==> config.mk <==
export PLATFORM = sky130hd
export DESIGN_NAME = counter_sched
export DESIGN_NICKNAME = d
export VERILOG_FILES = /design/src/rtl/ctr_sched_pkg.sv /design/src/rtl/rr_arbiter.sv /design/src/rtl/counter_sched.sv
export SDC_FILE = /design/constraint.sdc
export NUM_CORES = 1
export LEC_CHECK = 0
export ABC_AREA = 1
export CORE_MARGIN = 5
export CORE_UTILIZATION = 44
export DETAILED_ROUTE_END_ITERATION = 12
export HOLD_SLACK_MARGIN = 0.08
export PLACE_DENSITY_LB_ADDON = 0.05
export SYNTH_ARGS = -nofsm -noshare
export SYNTH_HDL_FRONTEND = slang
export SYNTH_SLANG_ARGS = --single-unit
export TNS_END_PERCENT = 5
==> constraint.sdc <==
create_clock -name clk -period 1.84 [get_ports clk]
set_clock_uncertainty 0.05 [all_clocks]
set_input_delay 0.368 -clock clk [delete_from_list [all_inputs] [get_ports clk]]
set_output_delay 0.368 -clock clk [all_outputs]
set_load 0.01 [all_outputs]
==> src/rtl/ctr_sched_pkg.sv <==
// Shared definitions for the counter scheduler: FSM state encoding and default widths.
package ctr_sched_pkg;

    localparam int DEF_NREQ   = 2;
    localparam int DEF_DATA_W = 5;
    localparam int DEF_LEN_W  = 8;
    localparam int DEF_CNT_W  = 8;

    typedef enum logic [2:0] {
        ST_IDLE  = 3'd0,
        ST_LOAD  = 3'd1,
        ST_COUNT = 3'd2,
        ST_READ  = 3'd3,
        ST_RESP  = 3'd4
    } state_t;

endpackage

==> src/rtl/rr_arbiter.sv <==
// Round-robin arbiter: picks the first asserted request at or above i_ptr, wrapping.
module rr_arbiter
    import ctr_sched_pkg::*;
#(
    parameter int NREQ = DEF_NREQ,
    parameter int ID_W = $clog2(NREQ)
) (
    input  logic [NREQ-1:0] i_req,
    input  logic [ID_W-1:0] i_ptr,
    output logic [NREQ-1:0] o_grant,
    output logic [ID_W-1:0] o_grant_id,
    output logic            o_any
);

    logic [NREQ-1:0] w_rot;
    logic [ID_W:0]   w_pos;
    logic [ID_W:0]   w_sum;

    // Rotate so bit 0 is the requester at i_ptr; the lowest set bit is then the winner.
    assign w_rot = NREQ'({i_req, i_req} >> i_ptr);
    assign o_any = |i_req;

    always_comb begin
        w_pos = '0;
        for (int k = NREQ - 1; k >= 0; k--) begin
            if (w_rot[k]) begin
                w_pos = (ID_W + 1)'(k);
            end
        end
    end

    assign w_sum      = {1'b0, i_ptr} + w_pos;
    assign o_grant_id = (w_sum >= (ID_W + 1)'(NREQ)) ? ID_W'(w_sum - (ID_W + 1)'(NREQ))
                                                     : ID_W'(w_sum);

    generate
        for (genvar gi = 0; gi < NREQ; gi++) begin : g_grant
            assign o_grant[gi] = o_any && (o_grant_id == ID_W'(gi));
        end
    endgenerate

endmodule

==> src/rtl/counter_sched.sv <==
// Shares one loadable up-counter among NREQ requesters: load, count len cycles,
// read the result back and return it over a valid/ready response.
module counter_sched
    import ctr_sched_pkg::*;
#(
    parameter int NREQ   = DEF_NREQ,
    parameter int DATA_W = DEF_DATA_W,
    parameter int LEN_W  = DEF_LEN_W,
    parameter int CNT_W  = DEF_CNT_W,
    parameter int ID_W   = $clog2(NREQ)
) (
    input  logic                    clk,
    input  logic                    rst_n,
    input  logic [NREQ-1:0]         req_valid,
    output logic [NREQ-1:0]         req_ready,
    input  logic [NREQ*DATA_W-1:0]  req_start,
    input  logic [NREQ*LEN_W-1:0]   req_len,
    output logic                    ctr_load,
    output logic [DATA_W-1:0]       ctr_data,
    output logic                    ctr_count,
    output logic                    ctr_oe,
    input  logic [CNT_W-1:0]        ctr_value,
    output logic                    rsp_valid,
    input  logic                    rsp_ready,
    output logic [ID_W-1:0]         rsp_id,
    output logic [CNT_W-1:0]        rsp_value,
    output logic                    busy
);

    state_t              r_state;
    state_t              w_state_next;
    logic [ID_W-1:0]     r_rr_ptr;
    logic [ID_W-1:0]     r_id;
    logic [DATA_W-1:0]   r_start;
    logic [LEN_W-1:0]    r_remaining;
    logic [CNT_W-1:0]    r_rsp_value;

    logic [NREQ-1:0]     w_grant;
    logic [ID_W-1:0]     w_gid;
    logic                w_any;
    logic [DATA_W-1:0]   w_start_arr [NREQ];
    logic [LEN_W-1:0]    w_len_arr   [NREQ];

    generate
        for (genvar gi = 0; gi < NREQ; gi++) begin : g_unpack
            assign w_start_arr[gi] = req_start[gi*DATA_W +: DATA_W];
            assign w_len_arr[gi]   = req_len[gi*LEN_W +: LEN_W];
        end
    endgenerate

    rr_arbiter #(
        .NREQ (NREQ),
        .ID_W (ID_W)
    ) u_arb (
        .i_req      (req_valid),
        .i_ptr      (r_rr_ptr),
        .o_grant    (w_grant),
        .o_grant_id (w_gid),
        .o_any      (w_any)
    );

    always_ff @(posedge clk or negedge rst_n) begin
        if (!rst_n) begin
            r_state <= ST_IDLE;
        end else begin
            r_state <= w_state_next;
        end
    end

    always_comb begin
        w_state_next = r_state;
        req_ready    = '0;
        ctr_load     = 1'b0;
        ctr_data     = '0;
        ctr_count    = 1'b0;
        ctr_oe       = 1'b0;
        rsp_valid    = 1'b0;
        busy         = (r_state != ST_IDLE);
        case (r_state)
            ST_IDLE: begin
                // Gated by rst_n so every output reads 0 while reset is held.
                req_ready = rst_n ? w_grant : '0;
                if (w_any) w_state_next = ST_LOAD;
            end
            ST_LOAD: begin
                ctr_load     = 1'b1;
                ctr_data     = r_start;
                w_state_next = (r_remaining == '0) ? ST_READ : ST_COUNT;
            end
            ST_COUNT: begin
                ctr_count = 1'b1;
                if (r_remaining == LEN_W'(1)) w_state_next = ST_READ;
            end
            ST_READ: begin
                ctr_oe       = 1'b1;
                w_state_next = ST_RESP;
            end
            ST_RESP: begin
                rsp_valid = 1'b1;
                if (rsp_ready) w_state_next = ST_IDLE;
            end
            default: w_state_next = ST_IDLE;
        endcase
    end

    always_ff @(posedge clk or negedge rst_n) begin
        if (!rst_n) begin
            r_rr_ptr    <= '0;
            r_id        <= '0;
            r_start     <= '0;
            r_remaining <= '0;
            r_rsp_value <= '0;
        end else begin
            case (r_state)
                ST_IDLE: begin
                    if (w_any) begin
                        r_start     <= w_start_arr[w_gid];
                        r_remaining <= w_len_arr[w_gid];
                        r_id        <= w_gid;
                    end
                end
                ST_COUNT: r_remaining <= r_remaining - LEN_W'(1);
                ST_READ:  r_rsp_value <= ctr_value;
                ST_RESP: begin
                    if (rsp_ready) begin
                        r_rr_ptr <= (r_id == ID_W'(NREQ - 1)) ? '0 : r_id + ID_W'(1);
                    end
                end
                default: ;
            endcase
        end
    end

    assign rsp_id    = r_id;
    assign rsp_value = r_rsp_value;

endmodule

== After elaboration in Yosys (flattened, before gate mapping) ==
Index checks and enable logic that the tools add are counted.
Widths: inputs -> output; s select.

* Input port bits: 39
* Output and inout port bits: 21
* Word-level logic and storage cells: 58
* Flip-flop bits (word level): 26

* Shift-type cells: 1
* Multiplexer cells: 24
* Reduce and logical (&&, ||, !) cells: 11
* $lt $le $gt $ge: 2
* Bitwise logic cells: 2
* $add $sub $neg: 4
* Equal/unequal tests: 8

{| class="wikitable"
|+ Operators by type and width
! operator !! count
|-
| $mux 8 || 4
|-
| $mux 5 || 4
|-
| $pmux 8 s2 || 1
|-
| $pmux 3 s5 || 1
|-
| $mux 3 || 3
|-
| $eq 8x1->1 const B || 1
|-
| $logic_not 8->1 || 1
|-
| $mux 1 || 8
|-
| $sub 8x1->8 const B || 1
|-
| $eq 3x2->1 const B || 2
|-
| $mux 2 || 3
|-
| $reduce_and 2->1 || 3
|-
| $ge 2x2->1 const B || 2
|-
| $ne 2x2->1 const B || 2
|-
| $shr 4x1->2 || 1
|-
| $eq 3x1->1 const B || 1
|-
| $eq 3x3->1 const B || 1
|-
| $logic_not 3->1 || 1
|-
| $reduce_and 3->1 || 1
|-
| $reduce_bool 3->1 || 1
|-
| $add 1x2->2 || 1
|-
| $logic_and 1x1->1 || 2
|-
| $ne 2x1->1 const B || 1
|-
| $not 1->2 || 1
|-
| 5 further kinds || 5
|}

== Depth between registers and ports, before layout ==
* Depth in word-level cells: 12
* Gate-level depth with buffers: 8
* Gate-level depth less buffers: 8

== By module ==
From an unflattened synthesis, not the netlist that was laid out.

* Cells, all modules: 222
* Area, all modules: 1581.5 um^2

{| class="wikitable"
|+ By module, submodules not included
! module !! cells each !! times used !! sequential area each (um^2) !! area each (um^2)
|-
| counter_sched || 213 || 1 || 650.6 || 1544.0
|-
| rr_arbiter || 9 || 1 || 0.0 || 37.5
|}

== Worst setup path before layout ==
Ideal clock, no wire load.

* Path type: register -> output
* Start: register r_state[1]
* End: output port ctr_data[0]
* Path buffers: 0
* Setup slack: 342 ps
* Cell stages (with the launch flop): 4
* Required time: 1422 ps
* Arrival time: 1080 ps
* Cells stage by stage: dfrtp_1 > nor3_2 > inv_1 > nor2_1

* Longest elaborated chain between the ends: 2

{| class="wikitable"
|+ Ends and longest elaborated chain
! item !! RTL line !! text
|-
| start: declaration || counter_sched.sv:30 || <nowiki>state_t r_state;</nowiki>
|-
| start signal: assignment || counter_sched.sv:66 || <nowiki>r_state <= w_state_next;</nowiki>
|-
| $eq 3x1->1 || counter_sched.sv:79 || <nowiki>case (r_state)</nowiki>
|-
| $mux 5 || counter_sched.sv:79 ||
|-
| end: declaration || counter_sched.sv:19 || <nowiki>output logic [DATA_W-1:0] ctr_data,</nowiki>
|}

Every way passes these cells.

== Worst setup path after layout ==
* Start: register r_state[0]
* End: output port busy

* Longest elaborated chain between the ends: 1

{| class="wikitable"
|+ Ends and longest elaborated chain
! item !! RTL line !! text
|-
| $reduce_bool 3->1 || counter_sched.sv:78 || <nowiki>busy = (r_state != ST_IDLE);</nowiki>
|-
| end: declaration || counter_sched.sv:27 || <nowiki>output logic busy</nowiki>
|}

Every way passes these cells.

==> reports/results.ini <==
[status]
status=finished clean

[sta]
post-route-min-period_ps=1784
rsz0062_at_grt=yes
final-max-slew-violation-count=0
setup-tns-final_ps=0
fmax_mhz=560.4
final-hold-violation-count=0
hold_ws_ps=427.6
final_min_period_over_clock_period_pct=96.98
worstMarginPinSlew_ps=429.9
setup_viol=0
relSlewSlack_pct=71.12

[yosys]
synth_cell_types=28
syn_avg_cell_area_um2=7.601
synth-seq-cells=26
synth_sequential_area_ratio_pct=40.00
yosys_warnings=0
postSynthCellCount=214
synthesis.area_mm2=0.001627
synthesis.nets=256

[die]
dieArea_mm2=0.005013
die_h_um=70.80
start_util_pct=44.77
die_w_um=70.80
row_count=22
core_mm2=0.003633
io_pins=60

[min_path]
hp-start=rsp_value[2]
hp-class=reg -> reg

[critical_path]
reg2regPathDepth=8
crit_buf_inv=2
cp.depth=4
regToRegEndpoint=r_remaining[7]
crit_path_top_delay_cell=dfrtp_1
critPathLaunch=r_state[0]
r2r_start=r_state[0]
path_cells=nor2_2 > nand2_1 > buf_4 > dlygate4sd2_1
cp-endpoint=busy
worst-setup-path-type=reg -> out
critPathMaxFanout=3
reg2reg_slack_ps=300
required_ps=1420
critPathMaxStageDelay_ps=420
crit_family=flip-flops
end_kind=output pin
arrival_ps=1370
start_kind=flip-flop

[power]
cellLeakagePower_uw=0.001212
powerDensity_mw_per_mm2=1647
ir_drop_mv=0.8402

[cells_and_area]
design_area_mm2=0.002416
fin_cells=341
fin_nets=336
nFillCells=330
drive_gt1_share_pct=24.23
syn2layout_area_growth_pct=48.54
antennaDiodeCount=0

[cts]
htree_levels=1
cts_tree=built
clock_path_buffers=2
ctsHoldBuffers=0
ctsRootBufferMaster=clkbuf_8
clkSlewWorstSetupHoldPaths_ps=100
cts_sinks=26
clock_latency_ps=270
numCtsBuffers=3

[global_route]
grt_busiest_layer=met2
gr-total-overflow=0
antenna_found_initial=0
grt.total_usage_pct=16.81
met2_usage_pct=28.63
grt_use_met3_pct=5.824
grt_pass1_wl_mm=6.844
use_met1_pct=20.78
grt_max_degree=27
grt_pass1_vias=1527

[placement]
dp_cells=335
dp_hpwl_mm=3.057
globalplace.congestion=0.8172
io_buffers=59
placed_area_mm2=0.002359

[routing]
antenna_left=0
drc=0
viasPerCell=4.569
dr.pass1.iters=4
vias=1558
routed_wl_mm=3.970
wire_per_inst_um=11.64
drtIter0Drc=60

[flow_run]
cap_viol_max_count=0

## worst reg2reg max path, cell delays in order, from the launching register on
cell and delay, ps:
dfrtp_1 420, inv_2 120, buf_4 130, nand3_4 80
buf_4 200, nand2_2 120, inv_1 110, nor2_1 140
a21oi_2 60
## routing by layer
metal / routed length [um] / up-vias / part of all wire [%]
li1: - / 828 / -
met1: 1709 / 679 / 43
met2: 1909 / 49 / 48
met3: 334 / 2 / 8.4
met4: 17 / 0 / 0.43
met5: 0 / - / 0
## Yosys cell counts (all sizes together)
| cell type | count | area [um^2] |
|---|---|---|
| nor3 | 5 | 41.29 |
| nand4 | 1 | 12.51 |
| ha | 3 | 37.54 |
| nor2 | 22 | 90.09 |
| inv | 32 | 130.1 |
| nand3 | 18 | 112.6 |
| nand2 | 71 | 284.0 |
| o22ai | 5 | 31.28 |
| dfrtp | 26 | 650.6 |
| buf | 4 | 53.80 |
| o21ai | 22 | 147.6 |
| a21oi | 3 | 18.77 |
| nand3b | 1 | 7.510 |
| xor2 | 1 | 8.760 |
## kinds of logic after synthesis
| logic type | count (synthesis) | share of synthesized area (%) |
|---|---|---|
| AO/OA/AOI/OAI | 30 | 12.15 |
| XOR/XNOR | 1 | 0.5386 |
| flip-flops | 26 | 40.00 |
| AND/OR/NAND/NOR | 118 | 33.69 |
| adder cells (fa/ha/maj) | 3 | 2.308 |
| buffers and inverters | 36 | 11.31 |
## layout by cell type, fill, tap and decap left out, types with 4 or more instances in the layout
| cell type | n |
|---|---|
| o22ai_1 | 5 |
| o21ai_0 | 8 |
| buf_2 | 5 |
| dfrtp_1 | 25 |
| buf_4 | 20 |
| nand2_2 | 4 |
| clkbuf_2 | 4 |
| nand3_1 | 15 |
| nand2_1 | 66 |
| inv_1 | 24 |
| nor2_2 | 6 |
| o21ai_1 | 4 |
| nor2_1 | 16 |
| o21ai_2 | 10 |
| inv_2 | 6 |
| clkdlybuf4s50_1 | 47 |
## flip-flops by register name, indices dropped and copies added (netlist names)
signal       count
rsp_id           1
rsp_value        8
r_remaining      8
r_state          3
r_start          5
r_rr_ptr         1
## final cells by class
type	count	area (um^2)	area share, %
inverter	32	130.1	5.386
timing repair buffer	79	691.9	28.64
tap	48	60.06	2.486
multi-input combinational	152	810.8	33.56
clock buffer	3	41.29	1.709
clock inverter	1	30.03	1.243
sequential	26	651.9	26.98
## repair_timing
item | 4_1_cts | 5_1_grt
resized for setup | 27 | 15
setup buffers | 1 | 1
pin swaps | 2 | 3
endpoints found under the setup margin | 12 | 11
## power breakdown
group / internal (uW) / total, uW / switching [uW]
registers: 869 / 1080 / 214
logic: 1090 / 2410 / 1320
clock network: 291 / 487 / 195
## worst min path at each step
stage               cells past startpoint             end  slack, ps
floorplan                               0  r_remaining[0]         20
global placement                        2    rsp_value[2]        400
detailed placement                      2    rsp_value[2]        410
CTS                                     2    rsp_value[2]        430
global route                            2    rsp_value[2]        450
finish                                  2    rsp_value[2]        430
## stage by stage
stage	worst slack [ps]	util (%)	total power, uW
after floorplan	341.9	-	2596
after global placement	-351.0	64.91	3509
after detailed placement	-366.5	64.91	3535
after CTS	-56.99	67.08	4023
after global routing	-32.03	66.49	4357
final	55.52	66.49	3980
Power figures use the tool's default switching activity.
